**src/rtl/lives_pkg.sv**
```systemverilog
// Shared types and widths for the player lives controller.
package lives_pkg;

  localparam int LIVES_W     = 2;
  localparam int FRAME_CNT_W = 8;

  typedef enum logic [1:0] {
    ALIVE,
    INVULN,
    GAME_OVER
  } lives_state_t;

endpackage

```
**src/rtl/frame_timer.sv**
```systemverilog
// Loadable down counter stepped once per video frame; saturates at zero.
module frame_timer
  import lives_pkg::*;
(
  input  logic                   clk,
  input  logic                   reset,
  input  logic                   load,
  input  logic [FRAME_CNT_W-1:0] load_val,
  input  logic                   dec,
  output logic [FRAME_CNT_W-1:0] count,
  output logic                   zero,
  output logic                   last
);

  logic [FRAME_CNT_W-1:0] cnt_d, cnt_q;

  always_comb begin
    cnt_d = cnt_q;
    if (load) begin
      cnt_d = load_val;
    end else if (dec && (cnt_q != '0)) begin
      cnt_d = cnt_q - FRAME_CNT_W'(1);
    end
  end

  always_ff @(posedge clk) begin
    if (reset) begin
      cnt_q <= '0;
    end else begin
      cnt_q <= cnt_d;
    end
  end

  assign count = cnt_q;
  assign zero  = (cnt_q == '0);
  assign last  = (cnt_q == FRAME_CNT_W'(1));

endmodule

```
**src/rtl/lives_controller.sv**
```systemverilog
// Player life counter with frame-timed invulnerability window, HUD blink and game-over flag.
module lives_controller
  import lives_pkg::*;
#(
  parameter int unsigned INIT_LIVES    = 3,
  parameter int unsigned MAX_LIVES     = 3,
  parameter int unsigned INVULN_FRAMES = 90,
  parameter int unsigned BLINK_FRAMES  = 8
) (
  input  logic               clk,
  input  logic               reset,
  input  logic               startOfFrame,
  input  logic               newGame,
  input  logic               hit,
  input  logic               extraLife,
  output logic [LIVES_W-1:0] liveCount,
  output logic               invulnerable,
  output logic               blinkOn,
  output logic               lifeLost,
  output logic               gameOver
);

  localparam logic [LIVES_W-1:0]     INIT_L   = LIVES_W'(INIT_LIVES);
  localparam logic [LIVES_W-1:0]     MAX_L    = LIVES_W'(MAX_LIVES);
  localparam logic [FRAME_CNT_W-1:0] INV_LOAD = FRAME_CNT_W'(INVULN_FRAMES);
  localparam logic [FRAME_CNT_W-1:0] BLK_LOAD = FRAME_CNT_W'(BLINK_FRAMES);

  lives_state_t       state_d, state_q;
  logic [LIVES_W-1:0] lives_d, lives_q;
  logic               life_lost_d, life_lost_q;
  logic               blink_d, blink_q;

  logic                   frame_load, frame_dec, frame_zero, frame_last;
  logic                   blink_load, blink_dec, blink_zero, blink_last;
  logic [FRAME_CNT_W-1:0] frame_val, blink_val, frame_cnt, blink_cnt;

  frame_timer u_frame_timer (
    .clk      (clk),
    .reset    (reset),
    .load     (frame_load),
    .load_val (frame_val),
    .dec      (frame_dec),
    .count    (frame_cnt),
    .zero     (frame_zero),
    .last     (frame_last)
  );

  frame_timer u_blink_timer (
    .clk      (clk),
    .reset    (reset),
    .load     (blink_load),
    .load_val (blink_val),
    .dec      (blink_dec),
    .count    (blink_cnt),
    .zero     (blink_zero),
    .last     (blink_last)
  );

  always_comb begin
    state_d     = state_q;
    lives_d     = lives_q;
    life_lost_d = 1'b0;
    blink_d     = blink_q;
    frame_load  = 1'b0;
    frame_val   = '0;
    frame_dec   = 1'b0;
    blink_load  = 1'b0;
    blink_val   = '0;
    blink_dec   = 1'b0;

    if (newGame) begin
      state_d    = ALIVE;
      lives_d    = INIT_L;
      blink_d    = 1'b1;
      frame_load = 1'b1;
      blink_load = 1'b1;
    end else begin
      unique case (state_q)
        ALIVE: begin
          if (hit) begin
            life_lost_d = 1'b1;
            if (lives_q > LIVES_W'(1)) begin
              lives_d    = lives_q - LIVES_W'(1);
              state_d    = INVULN;
              blink_d    = 1'b0;
              frame_load = 1'b1;
              frame_val  = INV_LOAD;
              blink_load = 1'b1;
              blink_val  = BLK_LOAD;
            end else begin
              lives_d = '0;
              state_d = GAME_OVER;
              blink_d = 1'b1;
            end
          end else if (extraLife && (lives_q < MAX_L)) begin
            lives_d = lives_q + LIVES_W'(1);
          end
        end

        INVULN: begin
          // Hits are ignored here, so a pickup is honoured alongside frame timing.
          if (extraLife && (lives_q < MAX_L)) begin
            lives_d = lives_q + LIVES_W'(1);
          end
          if (startOfFrame) begin
            frame_dec = 1'b1;
            if (frame_last || frame_zero) begin
              state_d = ALIVE;
              blink_d = 1'b1;
            end else if (blink_last || blink_zero) begin
              blink_load = 1'b1;
              blink_val  = BLK_LOAD;
              blink_d    = ~blink_q;
            end else begin
              blink_dec = 1'b1;
            end
          end
        end

        GAME_OVER: begin
          blink_d = 1'b1;
        end

        default: begin
          state_d = ALIVE;
          blink_d = 1'b1;
        end
      endcase
    end
  end

  always_ff @(posedge clk) begin
    if (reset) begin
      state_q     <= ALIVE;
      lives_q     <= INIT_L;
      life_lost_q <= 1'b0;
      blink_q     <= 1'b1;
    end else begin
      state_q     <= state_d;
      lives_q     <= lives_d;
      life_lost_q <= life_lost_d;
      blink_q     <= blink_d;
    end
  end

  assign liveCount    = lives_q;
  assign invulnerable = (state_q == INVULN);
  assign gameOver     = (state_q == GAME_OVER);
  assign blinkOn      = blink_q;
  assign lifeLost     = life_lost_q;

endmodule

```
**config.mk**
```make
export PLATFORM = sky130hd
export DESIGN_NAME = lives_controller
export DESIGN_NICKNAME = d
export VERILOG_FILES = /design/src/rtl/lives_pkg.sv /design/src/rtl/frame_timer.sv /design/src/rtl/lives_controller.sv
export SDC_FILE = /design/constraint.sdc
export NUM_CORES = 1
export LEC_CHECK = 0
export BUFFER_PORTS_ARGS = -buffer_cell sky130_fd_sc_hd__buf_2
export CORE_MARGIN = 2
export CORE_UTILIZATION = 62
export CTS_CLUSTER_SIZE = 25
export DETAILED_ROUTE_END_ITERATION = 16
export GPL_ROUTABILITY_DRIVEN = 1
export MAX_ROUTING_LAYER = met4
export PLACE_DENSITY_LB_ADDON = 0.3
export SLEW_MARGIN = 20
export SYNTH_ARGS = -nofsm -noshare
export SYNTH_HDL_FRONTEND = slang
export SYNTH_SLANG_ARGS = --single-unit
```
**constraint.sdc**
```tcl
create_clock -name clk -period 4.1 [get_ports clk]
set_input_delay 0.615 -clock clk [delete_from_list [all_inputs] [get_ports clk]]
set_output_delay 0.615 -clock clk [all_outputs]
set_load 0.02 [all_outputs]
```
==> impl_metrics.env, run 1 <==
export IMPL_hold_violations=0
export IMPL_cts_max_level=1
export IMPL_die_area_um2=2490
export IMPL_initial_core_util=0.658
export IMPL_io_pins=12
export IMPL_tightest_slew_ns=0.660
export IMPL_routed_wl_mm=2.56
export IMPL_combPwrFrac=0.193
export IMPL_r2r_end="u_blink_timer.count[7]"
export IMPL_yosysMostFrequentCell="dfxtp_1"
export IMPL_place_gp_congestion=0.875
export IMPL_leakagePower_nw=0.573
export IMPL_grt_max_degree=14
export IMPL_cts_root_buf="clkbuf_4"
export IMPL_r2r_cells=5
export IMPL_fin_crit_ns=2.17
export IMPL_worstSetupStartpointType="flip-flop"
export IMPL_ant_nets=0
export IMPL_final_nets=184
export IMPL_synth_edf_count=0
export IMPL_postCtsSetupBuffers=0
export IMPL_overflow=0
export IMPL_ys_ff_latch=22
export IMPL_ys_dominant_reg_cell="dfxtp_1"
export IMPL_synthTopCellsByArea="dfxtp_1 (34%), ha_1 (8.6%), a21oi_1 (7.3%), nor2_1 (6.0%), nor3_1 (4.2%)"
export IMPL_synth_cells=157
export IMPL_cts_tree="built"
export IMPL_grt_antenna_before_repair=0
export IMPL_yosys_area_top_type="dfxtp_1"
export IMPL_port_buffers=11
export IMPL_clock_sinks=22
export IMPL_placementRows=16
export IMPL_maxCapViolCount=0
export IMPL_crit_path_end_kind="flip-flop"
export IMPL_setup_viol=0
export IMPL_cts_made_buffers=3
export IMPL_first_global_vias=1055
export IMPL_cp_max_fo=13
export IMPL_relSlewSlack=0.558
export IMPL_netSwitchingPower_mw=0.121
export IMPL_crit_arrival_ns=2.40
export IMPL_yosys_warnings=0
export IMPL_synth_distinct_cells=38
export IMPL_grt_usage=0.238
export IMPL_wire_per_inst_um=13.1
export IMPL_pwr_share_seq=0.539
export IMPL_synthArstFlopShare=0
export IMPL_via_count=1111
export IMPL_grt_pass1_wl_mm=4.46
export IMPL_antennaDiodeCount=0
export IMPL_fp_coreArea_um2=1980
export IMPL_synth_commonest_cells="dfxtp_1 (22), nor2_1 (21), a21oi_1 (19)"
export IMPL_synth_nets=172
export IMPL_drt_iter0_drc=31
export IMPL_cts_buffer_depth=2
export IMPL_syn_area_um2=1300
export IMPL_switching_share=0.280
export IMPL_worstSetupPathType="flip-flop to flip-flop"
export IMPL_clock_latency_ns=0.30
export IMPL_die_h_um=49.9
export IMPL_area_delta_synth_final_pct=7.87
export IMPL_hold_depth=2
export IMPL_clkTransAtPathRegs_ns=0.11
export IMPL_worstHoldStart="u_blink_timer.count[6]"
export IMPL_p_per_area_nw_per_um2=307
export IMPL_r2r_slack_ns=1.93
export IMPL_r2r_start="u_frame_timer.count[2]"
export IMPL_skew_ns=0.000967
export IMPL_route_detailed_drc=0
export IMPL_status="finished clean"
export IMPL_dp_hpwl_mm=1.95
export IMPL_p_int_mw=0.311
export IMPL_cts_hold_buf=0
export IMPL_drive_gt1_frac=0.125
export IMPL_crit_path_end="u_blink_timer.count[7]"
export IMPL_hold_class="flip-flop to flip-flop"
export IMPL_synth_top_area_frac=0.338
export IMPL_required_ns=4.33
export IMPL_synth_avg_cell_area_um2=8.30
export IMPL_whs_ns=0.503
export IMPL_max_freq_ghz=0.461
export IMPL_fp_dieW_um=49.9
export IMPL_ir_drop_v=0.000265
export IMPL_drv_slew=0
export IMPL_viasPerCell=5.70
export IMPL_drtPass1Iterations=4
export IMPL_grt_setup_unrepaired="false"
export IMPL_fin_setup_tns_ns=0
export IMPL_ys_seq_area_frac=0.338
export IMPL_power_frac_clock=0.269
export IMPL_post_cts_resized=0
export IMPL_period_share=0.529
export IMPL_crit_start="u_frame_timer.count[2]"
state kept, by name, indices dropped and copies added, names as in the netlist:
name                 cells
blinkOn                  1
lifeLost                 1
liveCount                2
state_q                  2
u_blink_timer.count      8
u_frame_timer.count      8
cells by family after synthesis:
| kind of cell | Yosys count | share of synthesized area |
|---|---|---|
| AND/OR/NAND/NOR | 63 | 0.260 |
| flip-flops | 22 | 0.338 |
| multiplexers | 1 | 0.00768 |
| AO/OA/AOI/OAI | 41 | 0.215 |
| buffers and inverters | 14 | 0.0461 |
| XOR/XNOR | 7 | 0.0470 |
| adder cells (fa/ha/maj) | 9 | 0.0864 |
how the worst min path moves through the flow:
| stage | to | slack, ns |
|---|---|---|
| after floorplan | u_blink_timer.count[6] | 0.45 |
| after global placement | u_blink_timer.count[6] | 0.48 |
| after detailed placement | u_blink_timer.count[6] | 0.48 |
| after CTS | u_blink_timer.count[6] | 0.50 |
| after global routing | u_blink_timer.count[6] | 0.52 |
| final | u_blink_timer.count[6] | 0.50 |
layer usage:
layer  global-route usage  share of wire
met1                0.298           0.47
met4                0.116         0.0086
met2                0.364           0.47
met3               0.0485          0.050
met5                    -              0
power groups by stage:
stage | Combinational [mW] | Sequential (mW) | Clock (mW)
6_report | 0.0833 | 0.233 | 0.116
5_1_grt | 0.0934 | 0.234 | 0.127
4_1_cts | 0.0832 | 0.233 | 0.120
3_5_place_dp | 0.0827 | 0.238 | 0
3_3_place_gp | 0.0801 | 0.237 | 0
2_1_floorplan | 0.0644 | 0.238 | 0
final cells by class:
cell class | instances | area [um^2]
clock buffers | 4 | 36.3
fillers | 167 | 576
inverters | 10 | 37.5
multi-input cells | 121 | 803
flip-flops and latches | 22 | 440
well taps | 27 | 33.8
repair buffers | 11 | 55.1
through the flow:
step | cells | setup slack [ns] | instance area [um^2] | power, mW | utilization
floorplan | 157 | 2.21 | 1300 | 0.302 | -
global placement | 191 | 2.03 | 1370 | 0.317 | 0.691
detailed placement | 191 | 1.96 | 1370 | 0.320 | 0.691
CTS | 195 | 1.94 | 1410 | 0.436 | 0.710
global route | 195 | 1.76 | 1410 | 0.454 | 0.710
finish | 195 | 1.93 | 1410 | 0.432 | 0.710
layout by cell type, fill, tap and decap left out, types with 6 or more instances in the layout:
cell     netlist  final
inv_1         10     10
nand2_1        6      6
ha_1           9      9
nor2_1        21     21
buf_2          0     11
a21oi_1       19     19
nor3_1        11     11
nor2b_1        6      6
dfxtp_1       22     22
o21ai_0        7      7
worst max-delay path: stages (launching register included):
cell and delay [ns]:
dfxtp_1 0.37, or4_4 0.60, o41ai_4 0.64, a211oi_1 0.18, xnor2_1 0.16, nor3_1 0.13
Note: power is estimated with default switching activity, not from simulation.
==> run 2, diff against run 1 <==
--- a/config.mk
+++ b/config.mk
@@ -7,7 +7,7 @@
 export LEC_CHECK = 0
 export BUFFER_PORTS_ARGS = -buffer_cell sky130_fd_sc_hd__buf_2
 export CORE_MARGIN = 2
-export CORE_UTILIZATION = 62
+export CORE_UTILIZATION = 52
 export CTS_CLUSTER_SIZE = 25
 export DETAILED_ROUTE_END_ITERATION = 16
 export GPL_ROUTABILITY_DRIVEN = 1
==> constraint.sdc (replaced) <==
create_clock -name clk -period 1.95 [get_ports clk]
set_input_delay 0.2925 -clock clk [delete_from_list [all_inputs] [get_ports clk]]
set_output_delay 0.2925 -clock clk [all_outputs]
set_load 0.02 [all_outputs]
==> run 2 against run 1 <==
Critical path depth decreased by 1. Sequential power increased by 110%. Sequential cell count unchanged. Register-to-register slack got worse by 1.9 ns. Critical path type unchanged. Final cell count increased by 5.6%. Highest routed layer unchanged. Clock skew increased by 0.0068 ns.
==> impl_metrics.env, run 2 (synthesis results as in run 1) <==
export IMPL_status="finished clean"
export IMPL_die_area_um2=2920
export IMPL_r2r_start="u_frame_timer.count[2]"
export IMPL_routed_top_layer="met4"
export IMPL_cts_hold_buf=0
export IMPL_drtPass1Iterations=4
export IMPL_setup_viol=0
export IMPL_cts_buffer_depth=2
export IMPL_cts_max_level=1
export IMPL_combPwrFrac=0.226
export IMPL_place_gp_congestion=0.950
export IMPL_clkTransAtPathRegs_ns=0.13
export IMPL_switching_share=0.299
export IMPL_wl_met3_um=96
export IMPL_placementRows=18
export IMPL_multi_input_area_um2=820
export IMPL_n_fill_cell=218
export IMPL_fin_area_um2=1490
export IMPL_worstHoldStart="reset"
export IMPL_io_pins=12
export IMPL_p_per_area_nw_per_um2=607
export IMPL_fin_setup_tns_ns=0
export IMPL_leakagePower_nw=0.613
export IMPL_fin_crit_ns=1.90
export IMPL_max_freq_ghz=0.528
export IMPL_whs_ns=0.211
export IMPL_drt_iter0_drc=27
export IMPL_p_int_mw=0.633
export IMPL_fp_coreArea_um2=2430
export IMPL_initial_core_util=0.536
export IMPL_pwr_share_seq=0.540
export IMPL_ff_latch_area_um2=443
export IMPL_hold_depth=3
export IMPL_overflow=0
export IMPL_cts_tree="built"
export IMPL_grt_usage=0.221
export IMPL_viasPerCell=5.59
export IMPL_final_cell_mix="nor2_1 (20), dfxtp_1 (20), a21oi_1 (19), nor3_1 (11), buf_2 (11)"
export IMPL_cp_max_fo=9
export IMPL_crit_path_end_kind="flip-flop"
export IMPL_r2r_end="u_frame_timer.count[6]"
export IMPL_crit_arrival_ns=2.15
export IMPL_worstSetupPathType="flip-flop to flip-flop"
export IMPL_required_ns=2.20
export IMPL_dp_hpwl_mm=2.05
export IMPL_grt_antenna_before_repair=0
export IMPL_hold_path_end="liveCount[0]"
export IMPL_postCtsSetupBuffers=0
export IMPL_tightest_slew_ns=0.434
export IMPL_worstSetupStartpointType="flip-flop"
export IMPL_clock_latency_ns=0.31
export IMPL_r2r_slack_ns=0.05
export IMPL_ir_drop_v=0.000369
export IMPL_r2r_cells=4
export IMPL_routed_wl_mm=2.71
export IMPL_ant_nets=0
export IMPL_place_area_um2=1440
export IMPL_final_nets=193
export IMPL_power_frac_clock=0.234
export IMPL_grt_pass1_wl_mm=4.55
export IMPL_wire_per_inst_um=13.2
export IMPL_period_share=0.972
export IMPL_wl_met1_mm=1.29
export IMPL_relSlewSlack=0.711
export IMPL_cts_root_buf="clkbuf_4"
export IMPL_met2_length_mm=1.29
export IMPL_hold_violations=0
export IMPL_via_count=1151
export IMPL_first_global_vias=1046
export IMPL_clock_sinks=22
export IMPL_grt_max_degree=14
export IMPL_cts_made_buffers=3
export IMPL_power_mw=0.902
export IMPL_port_buffers=11
export IMPL_grt_setup_unrepaired="true"
export IMPL_skew_ns=0.00776
export IMPL_antennaDiodeCount=0
export IMPL_hold_class="input port to flip-flop"
export IMPL_netSwitchingPower_mw=0.270
export IMPL_maxCapViolCount=0
export IMPL_area_delta_synth_final_pct=14.0
export IMPL_fp_dieW_um=54.1
export IMPL_drv_slew=0
export IMPL_die_h_um=54.1
export IMPL_route_detailed_drc=0
export IMPL_drive_gt1_frac=0.199
-- run 2: cell types whose count changed in the layout (fill, tap and decap cells not counted), sizes merged --
cell | previous run | this run
buf | 11 | 20
clkbuf | 4 | 3
-- run 2: worst max path at each step --
stage | from | cells after the start | end | slack [ns]
after floorplan | liveCount[1] | 7 | u_blink_timer.count[7] | 0.06
after global placement | u_frame_timer.count[2] | 5 | u_frame_timer.count[5] | 0.09
after detailed placement | u_frame_timer.count[2] | 5 | u_frame_timer.count[2] | 0.02
after CTS | u_frame_timer.count[2] | 5 | u_frame_timer.count[2] | 0.002
after global routing | u_frame_timer.count[2] | 5 | u_frame_timer.count[2] | -0.008
final | u_frame_timer.count[2] | 4 | u_frame_timer.count[6] | 0.05
-- run 2: routing by layer --
layer | up-vias | track usage
met3 | 4 | 0.0306
met4 | 0 | 0.104
met5 | - | -
met2 | 21 | 0.339
met1 | 531 | 0.287
li1 | 595 | -
-- run 2: cell type report --
cell class | instances | area share
Sequential cell | 22 | 0.298
Multi-Input combinational cell | 121 | 0.551
Tap cell | 30 | 0.0253
Timing Repair Buffer | 20 | 0.0850
Inverter | 10 | 0.0253
Clock buffer | 3 | 0.0152
-- run 2: metrics by stage --
| step | worst slack [ns] | util | cells |
|---|---|---|---|
| 3_3_place_gp | 0.0904 | 0.593 | 203 |
| 2_1_floorplan | 0.0575 | - | 157 |
| 6_report | 0.0546 | 0.611 | 206 |
| 3_5_place_dp | 0.0222 | 0.593 | 203 |
| 4_1_cts | 0.00174 | 0.602 | 206 |
| 5_1_grt | -0.00818 | 0.611 | 206 |
-- run 2: repair_timing --
| action | CTS | global route |
|---|---|---|
| gates resized for setup | 0 | 8 |
| setup endpoints to repair | 0 | 6 |
| hold endpoints to repair | 0 | 0 |
-- run 2: power by group through the flow --
stage	Sequential, mW	Clock (mW)	Combinational (mW)
6_report	0.487	0.211	0.204
5_1_grt	0.490	0.224	0.226
4_1_cts	0.487	0.211	0.196
3_5_place_dp	0.497	0	0.195
3_3_place_gp	0.496	0	0.191
2_1_floorplan	0.499	0	0.135
-- run 2: critical path: stages (launching register included) --
cell and delay, ns:
dfxtp_2 0.34, or4_4 0.58, o41a_4 0.43, or3_1 0.38
a21oi_2 0.12
